==> src/rtl/synth_pkg.sv <==
// Shared constants and state encodings for the voice sequencer.
package synth_pkg;

  localparam int NUM_KEYS = 128;
  localparam int KEY_W    = 7;
  localparam int CNT_W    = 8;

  typedef enum logic [1:0] {
    V_IDLE   = 2'd0,
    V_ATTACK = 2'd1,
    V_HOLD   = 2'd2
  } voice_state_t;

  typedef enum logic [2:0] {
    INIT  = 3'd0,
    WAIT  = 3'd1,
    CLEAR = 3'd2,
    SCAN  = 3'd3,
    DONE  = 3'd4
  } seq_state_t;

endpackage

==> src/rtl/voice_state_mem.sv <==
// Per-key voice state and gate storage with a scan read/write port and an
// event port; an event on the same key as a scan write takes priority.
module voice_state_mem
  import synth_pkg::*;
#(
  parameter int NUM_KEYS = synth_pkg::NUM_KEYS
) (
  input  logic                CLK,
  input  logic                RESET_N,
  input  logic [KEY_W-1:0]    scan_addr,
  input  logic                scan_we,
  input  logic [1:0]          scan_wstate,
  output logic [1:0]          scan_rstate,
  output logic                scan_rgate,
  input  logic [KEY_W-1:0]    evt_addr,
  input  logic                evt_we,
  input  logic                evt_on,
  output logic [NUM_KEYS-1:0] active_next
);

  logic [NUM_KEYS-1:0][1:0] state_all;
  logic [NUM_KEYS-1:0]      gate_all;

  genvar gi;
  generate
    for (gi = 0; gi < NUM_KEYS; gi++) begin : g_key
      voice_state_t state_reg, state_next;
      logic         gate_reg, gate_next;

      always_comb begin
        state_next = state_reg;
        gate_next  = gate_reg;
        if (evt_we && evt_addr == KEY_W'(gi)) begin
          gate_next = evt_on;
          if (evt_on)
            state_next = V_ATTACK;
          else if (state_reg == V_ATTACK)
            state_next = V_HOLD;
        end else if (scan_we && scan_addr == KEY_W'(gi)) begin
          state_next = voice_state_t'(scan_wstate);
        end
      end

      always_ff @(posedge CLK or negedge RESET_N) begin
        if (!RESET_N) begin
          state_reg <= V_IDLE;
          gate_reg  <= 1'b0;
        end else begin
          state_reg <= state_next;
          gate_reg  <= gate_next;
        end
      end

      assign state_all[gi]   = state_reg;
      assign gate_all[gi]    = gate_reg;
      assign active_next[gi] = (state_next != V_IDLE);
    end
  endgenerate

  assign scan_rstate = state_all[scan_addr];
  assign scan_rgate  = gate_all[scan_addr];

endmodule

==> src/rtl/voice_sequencer.sv <==
// Frame controller: initialises the datapath, then scans every key once per
// sample tick, driving load/select strobes and tracking per-key envelope phase.
module voice_sequencer
  import synth_pkg::*;
#(
  parameter int NUM_KEYS = synth_pkg::NUM_KEYS
) (
  input  logic       CLK,
  input  logic       RESET_N,
  input  logic       SAMPLE_TICK,
  input  logic       KEY_EVT_VALID,
  output logic       KEY_EVT_READY,
  input  logic [6:0] KEY_EVT_NUM,
  input  logic       KEY_EVT_ON,
  output logic [6:0] KEY,
  output logic       LD_PHASE,
  output logic       LD_AMP,
  output logic       LD_TONE,
  output logic       PHASE_MUX,
  output logic       TONE_MUX,
  output logic       AMP_SEL,
  output logic       ATT_ON,
  output logic       NOTE_ON,
  input  logic       ATT_OFF,
  input  logic       NOTE_END,
  output logic       FRAME_DONE,
  output logic [7:0] VOICES_ACTIVE,
  output logic       OVERRUN
);

  localparam logic [KEY_W-1:0] LAST_KEY = KEY_W'(NUM_KEYS - 1);

  seq_state_t          state_reg;
  logic [KEY_W-1:0]    key_reg;
  logic                init_ld_reg;
  logic                clr_ld_reg;
  logic                frame_done_reg;
  logic                overrun_reg;
  logic [CNT_W-1:0]    voices_reg;
  logic [CNT_W-1:0]    active_cnt;
  logic [1:0]          scan_rstate_raw;
  voice_state_t        scan_state;
  logic                scan_gate;
  logic                scan_active;
  logic                scan_we;
  logic [1:0]          scan_wstate;
  logic                evt_we;
  logic [NUM_KEYS-1:0] active_next;

  voice_state_mem #(.NUM_KEYS(NUM_KEYS)) u_mem (
    .CLK         (CLK),
    .RESET_N     (RESET_N),
    .scan_addr   (key_reg),
    .scan_we     (scan_we),
    .scan_wstate (scan_wstate),
    .scan_rstate (scan_rstate_raw),
    .scan_rgate  (scan_gate),
    .evt_addr    (KEY_EVT_NUM),
    .evt_we      (evt_we),
    .evt_on      (KEY_EVT_ON),
    .active_next (active_next)
  );

  assign scan_state  = voice_state_t'(scan_rstate_raw);
  assign evt_we      = KEY_EVT_VALID && KEY_EVT_READY;
  assign scan_active = (state_reg == SCAN) && (scan_state != V_IDLE);
  assign scan_we     = scan_active && (NOTE_END || (scan_state == V_ATTACK && ATT_OFF));
  assign scan_wstate = NOTE_END ? V_IDLE : V_HOLD;

  // Count reflects the last scan write and any same-cycle event.
  always_comb begin
    active_cnt = '0;
    for (int i = 0; i < NUM_KEYS; i++)
      active_cnt = active_cnt + CNT_W'(active_next[i]);
  end

  always_ff @(posedge CLK or negedge RESET_N) begin
    if (!RESET_N) begin
      state_reg      <= INIT;
      key_reg        <= '0;
      init_ld_reg    <= 1'b0;
      clr_ld_reg     <= 1'b0;
      frame_done_reg <= 1'b0;
      voices_reg     <= '0;
      overrun_reg    <= 1'b0;
    end else begin
      if (SAMPLE_TICK && state_reg != WAIT)
        overrun_reg <= 1'b1;
      case (state_reg)
        // First cycle after reset arms the sweep so no strobe leaks out during reset.
        INIT: begin
          if (!init_ld_reg) begin
            init_ld_reg <= 1'b1;
          end else if (key_reg == LAST_KEY) begin
            init_ld_reg <= 1'b0;
            key_reg     <= '0;
            state_reg   <= WAIT;
          end else begin
            key_reg <= key_reg + KEY_W'(1);
          end
        end
        WAIT: begin
          if (SAMPLE_TICK) begin
            clr_ld_reg <= 1'b1;
            state_reg  <= CLEAR;
          end
        end
        CLEAR: begin
          clr_ld_reg <= 1'b0;
          state_reg  <= SCAN;
        end
        SCAN: begin
          if (key_reg == LAST_KEY) begin
            key_reg        <= '0;
            frame_done_reg <= 1'b1;
            voices_reg     <= active_cnt;
            state_reg      <= DONE;
          end else begin
            key_reg <= key_reg + KEY_W'(1);
          end
        end
        DONE: begin
          frame_done_reg <= 1'b0;
          state_reg      <= WAIT;
        end
        default: state_reg <= INIT;
      endcase
    end
  end

  assign KEY           = key_reg;
  assign KEY_EVT_READY = (state_reg != INIT);
  assign LD_PHASE      = init_ld_reg || scan_active;
  assign PHASE_MUX     = scan_active && !NOTE_END;
  assign LD_AMP        = init_ld_reg || scan_active;
  assign AMP_SEL       = init_ld_reg || (scan_active && NOTE_END);
  assign LD_TONE       = clr_ld_reg || scan_active;
  assign TONE_MUX      = scan_active;
  assign ATT_ON        = scan_active && (scan_state == V_ATTACK);
  assign NOTE_ON       = scan_active && scan_gate;
  assign FRAME_DONE    = frame_done_reg;
  assign VOICES_ACTIVE = voices_reg;
  assign OVERRUN       = overrun_reg;

endmodule

==> config.mk <==
export PLATFORM = sky130hd
export DESIGN_NAME = voice_sequencer
export DESIGN_NICKNAME = d
export VERILOG_FILES = /design/src/rtl/synth_pkg.sv /design/src/rtl/voice_state_mem.sv /design/src/rtl/voice_sequencer.sv
export SDC_FILE = /design/constraint.sdc
export NUM_CORES = 1
export LEC_CHECK = 0
export ABC_AREA = 1
export ABC_CLOCK_PERIOD_IN_PS = 12900
export CAP_MARGIN = 0
export CORE_MARGIN = 2
export CORE_UTILIZATION = 35
export CTS_CLUSTER_DIAMETER = 200
export DETAILED_ROUTE_END_ITERATION = 12
export PLACE_DENSITY = 0.51
export SETUP_SLACK_MARGIN = 0.4
export SYNTH_ARGS = -nofsm -noshare
export SYNTH_HDL_FRONTEND = slang
export SYNTH_HIERARCHICAL = 1
export SYNTH_SLANG_ARGS = --single-unit
==> constraint.sdc <==
create_clock -name CLK -period 12.9 [get_ports CLK]
set_input_delay 2.58 -clock CLK [delete_from_list [all_inputs] [get_ports CLK]]
set_output_delay 2.58 -clock CLK [all_outputs]
set_load 0.01 [all_outputs]
==> flow_summary.toml <==
[floorplan]
die_y_um = 290.8
rows = 105
dieWidth_um = 290.8
core_area_um2 = 81720
ios = 40
dieArea_um2 = 84580
initial_core_util_pct = 35.24

[timing]
rsz0062_at_grt = "no"
setup_viol = 0
skew_ps = 44.28
tightest_slew_ps = 986.3
slew_headroom_pct = 34.25
hold_viol = 0
post-route-min-period_ps = 11800
setup_tns_ps = 0
timing.fmax_mhz = 84.75
whs_ps = 481.3
fin_crit_sh_pct = 91.47
slew_viol_final = 0

[global_routing]
antenna_found_initial = 5
grt_pass1_wl_um = 182900
grt-ovfl-total = 0
grt_pass1_vias = 27100
grt_max_degree = 140
grt_use_total_pct = 29.30

[worst_setup_path]
max_stage_delay_ps = 630
worst_setup_path_end_kind = "register"
rr_worst_depth = 44
cp_slowest_cell = "fa_1"
rrSetupSlack_ps = 1100
rr_endpoint = "VOICES_ACTIVE[4]$_DFFE_PN0P_"
r2r_start = "KEY[0]$_DFFE_PN0P_"
cpMostUsedCell = "fa_1"
critPathLaunchType = "register"
cp_max_fo = 70
worstSetupPathType = "reg2reg"
cp.required_ps = 13460
cp.arrival_ps = 12360

[cts]
cts_hold_buf = 0
cts_setup_buffers = 0
clk_latency_ps = 640
clockBufferDepth = 3
post_cts_resize_count = 0
cts_buffers = 53
cts_root_buffer = "clkbuf_16"
htreeDepth = 2
clock_sinks = 406
tritoncts = "built"
clk_pin_slew_worst_paths_ps = 60

[route]
wl_per_cell_um = 23.35
highest_layer = "met5"
m1WireLength_um = 54160
avgViaCountPerCell = 5.404
remaining_drc_errors = 0
ant_nets = 0
finalWirelength_um = 124300
drtIter0Drc = 3071
dr.pass1.iters = 6
wl_met3_um = 11630
vias = 28760
routed-wl-met2_um = 51900

[finish]
fin_cells = 5322
multi_input_area_um2 = 15970
largest_reg_flops = 256
fill_cells = 8822
nets = 4364
ff_latch_area_um2 = 10170
drive_gt1_share_pct = 7.457
synthToLayoutAreaGrowth_pct = 12.67

[yosys]
ys.flop_type = "dfrtp_1"
synth_seq_area_share_pct = 35.29
ys_ff_latch = 406
yosys.area_share.adder_pct = 9.126
synth-simple-area-share_pct = 30.30
syn-num-nets = 4327
synth_compound_gate_area_share_pct = 15.96
synth_top_area_cell = "dfrtp_1"
yosys.area_share.xor_xnor_pct = 0.06084
yosys-top-cells-area = "dfrtp_1 35%, nand2_1 17%, fa_1 8.0%"
synth_mux_area_share_pct = 0
yosysUniqueCellTypes = 51
syn_area_per_cell_um2 = 6.901
synth.most_common_cell = "nand2_1"
synth_area_um2 = 28790
ys_async_sr_fraction_pct = 100.0
ys_warn_count = 6
yosys.area.top_type_share_pct = 35.29
synth_top_family_by_area = "simple AND/OR/NAND/NOR gates"
syn-instance-count = 4172
ys_top_cells_by_count = "1275 x nand2_1, 527 x inv_1, 495 x nor2_1"
synth-edff-count = 0

[outcome]
outcome = "complete, no violations"

[flow_run]
cap_violations = 0

[placement]
dp_cells = 5224
io_buffers = 39
gp_congestion = 0.9718
post-dp-hpwl_um = 89800

[worst_hold_path]
hp-start = "OVERRUN$_DFFE_PN0P_"
holdCritPathClass = "reg2reg"
whs_endpoint = "OVERRUN$_DFFE_PN0P_"
holdPathStages = 1
[cell usage in the layout (no fill, tap or decap), drive strengths merged, types with 18 or more instances in the layout]
master	count
a21oi	216
a32oi	18
buf	83
clkbuf	82
clkdlybuf4s50	37
dfrtp	406
fa	115
ha	26
inv	552
nand2	1289
nand3	89
nor2	531
nor3	51
o211ai	58
o21a	26
o21ai	418
o22ai	53
or2	119
[metrics by stage]
stage / setup WS, ps / area [um2] / util [%]
after floorplan: 2702 / 28790 / -
after global placement: 859.6 / 30700 / 37.57
final: 1101 / 32440 / 39.70
after global routing: 702.6 / 32440 / 39.70
after CTS: 1219 / 32440 / 39.70
after detailed placement: 844.0 / 30700 / 37.57
[layout make-up]
class	instances	share of cell area (%)
diodes	1	0.007714
clock buffers	82	4.948
clock inverters	15	0.4088
inverters	554	6.429
multi-input cells	3074	49.23
flip-flops and latches	406	31.34
well taps	1070	4.127
repair buffers	120	3.510
[cells by family after synthesis]
kind of cell,after synthesis
xor+xnor,2
flops,406
buf+inv,692
compound gates,830
simple gates,2100
other cells,1
fa+ha+maj,141
[per-layer routing]
metal / GRT usage, % / up-vias
li1: - / 13310
met4: 13.84 / 4
met3: 5.935 / 274
met5: 0 / -
met2: 43.18 / 1309
met1: 41.08 / 13860
[worst max path at each step]
stage	start	to	depth (start not counted)
2_1_floorplan	KEY_EVT_VALID	VOICES_ACTIVE[4]$_DFFE_PN0P_	34
3_3_place_gp	KEY_EVT_VALID	VOICES_ACTIVE[4]$_DFFE_PN0P_	34
3_5_place_dp	KEY_EVT_VALID	VOICES_ACTIVE[4]$_DFFE_PN0P_	34
4_1_cts	KEY[0]$_DFFE_PN0P_	VOICES_ACTIVE[4]$_DFFE_PN0P_	44
5_1_grt	KEY[0]$_DFFE_PN0P_	VOICES_ACTIVE[6]$_DFFE_PN0P_	45
6_report	KEY[0]$_DFFE_PN0P_	VOICES_ACTIVE[4]$_DFFE_PN0P_	44
[worst max-delay path: cells and delay by family (launching register included)]
kind	cells	cell delay (ps)
buf+inv	10	1950
simple gates	17	2130
fa+ha+maj	11	5680
flops	1	470
compound gates	6	1400
Power is left out: the tool's default activity adds up to more than one toggle a clock period on the data nets, which glitch-free logic cannot reach.
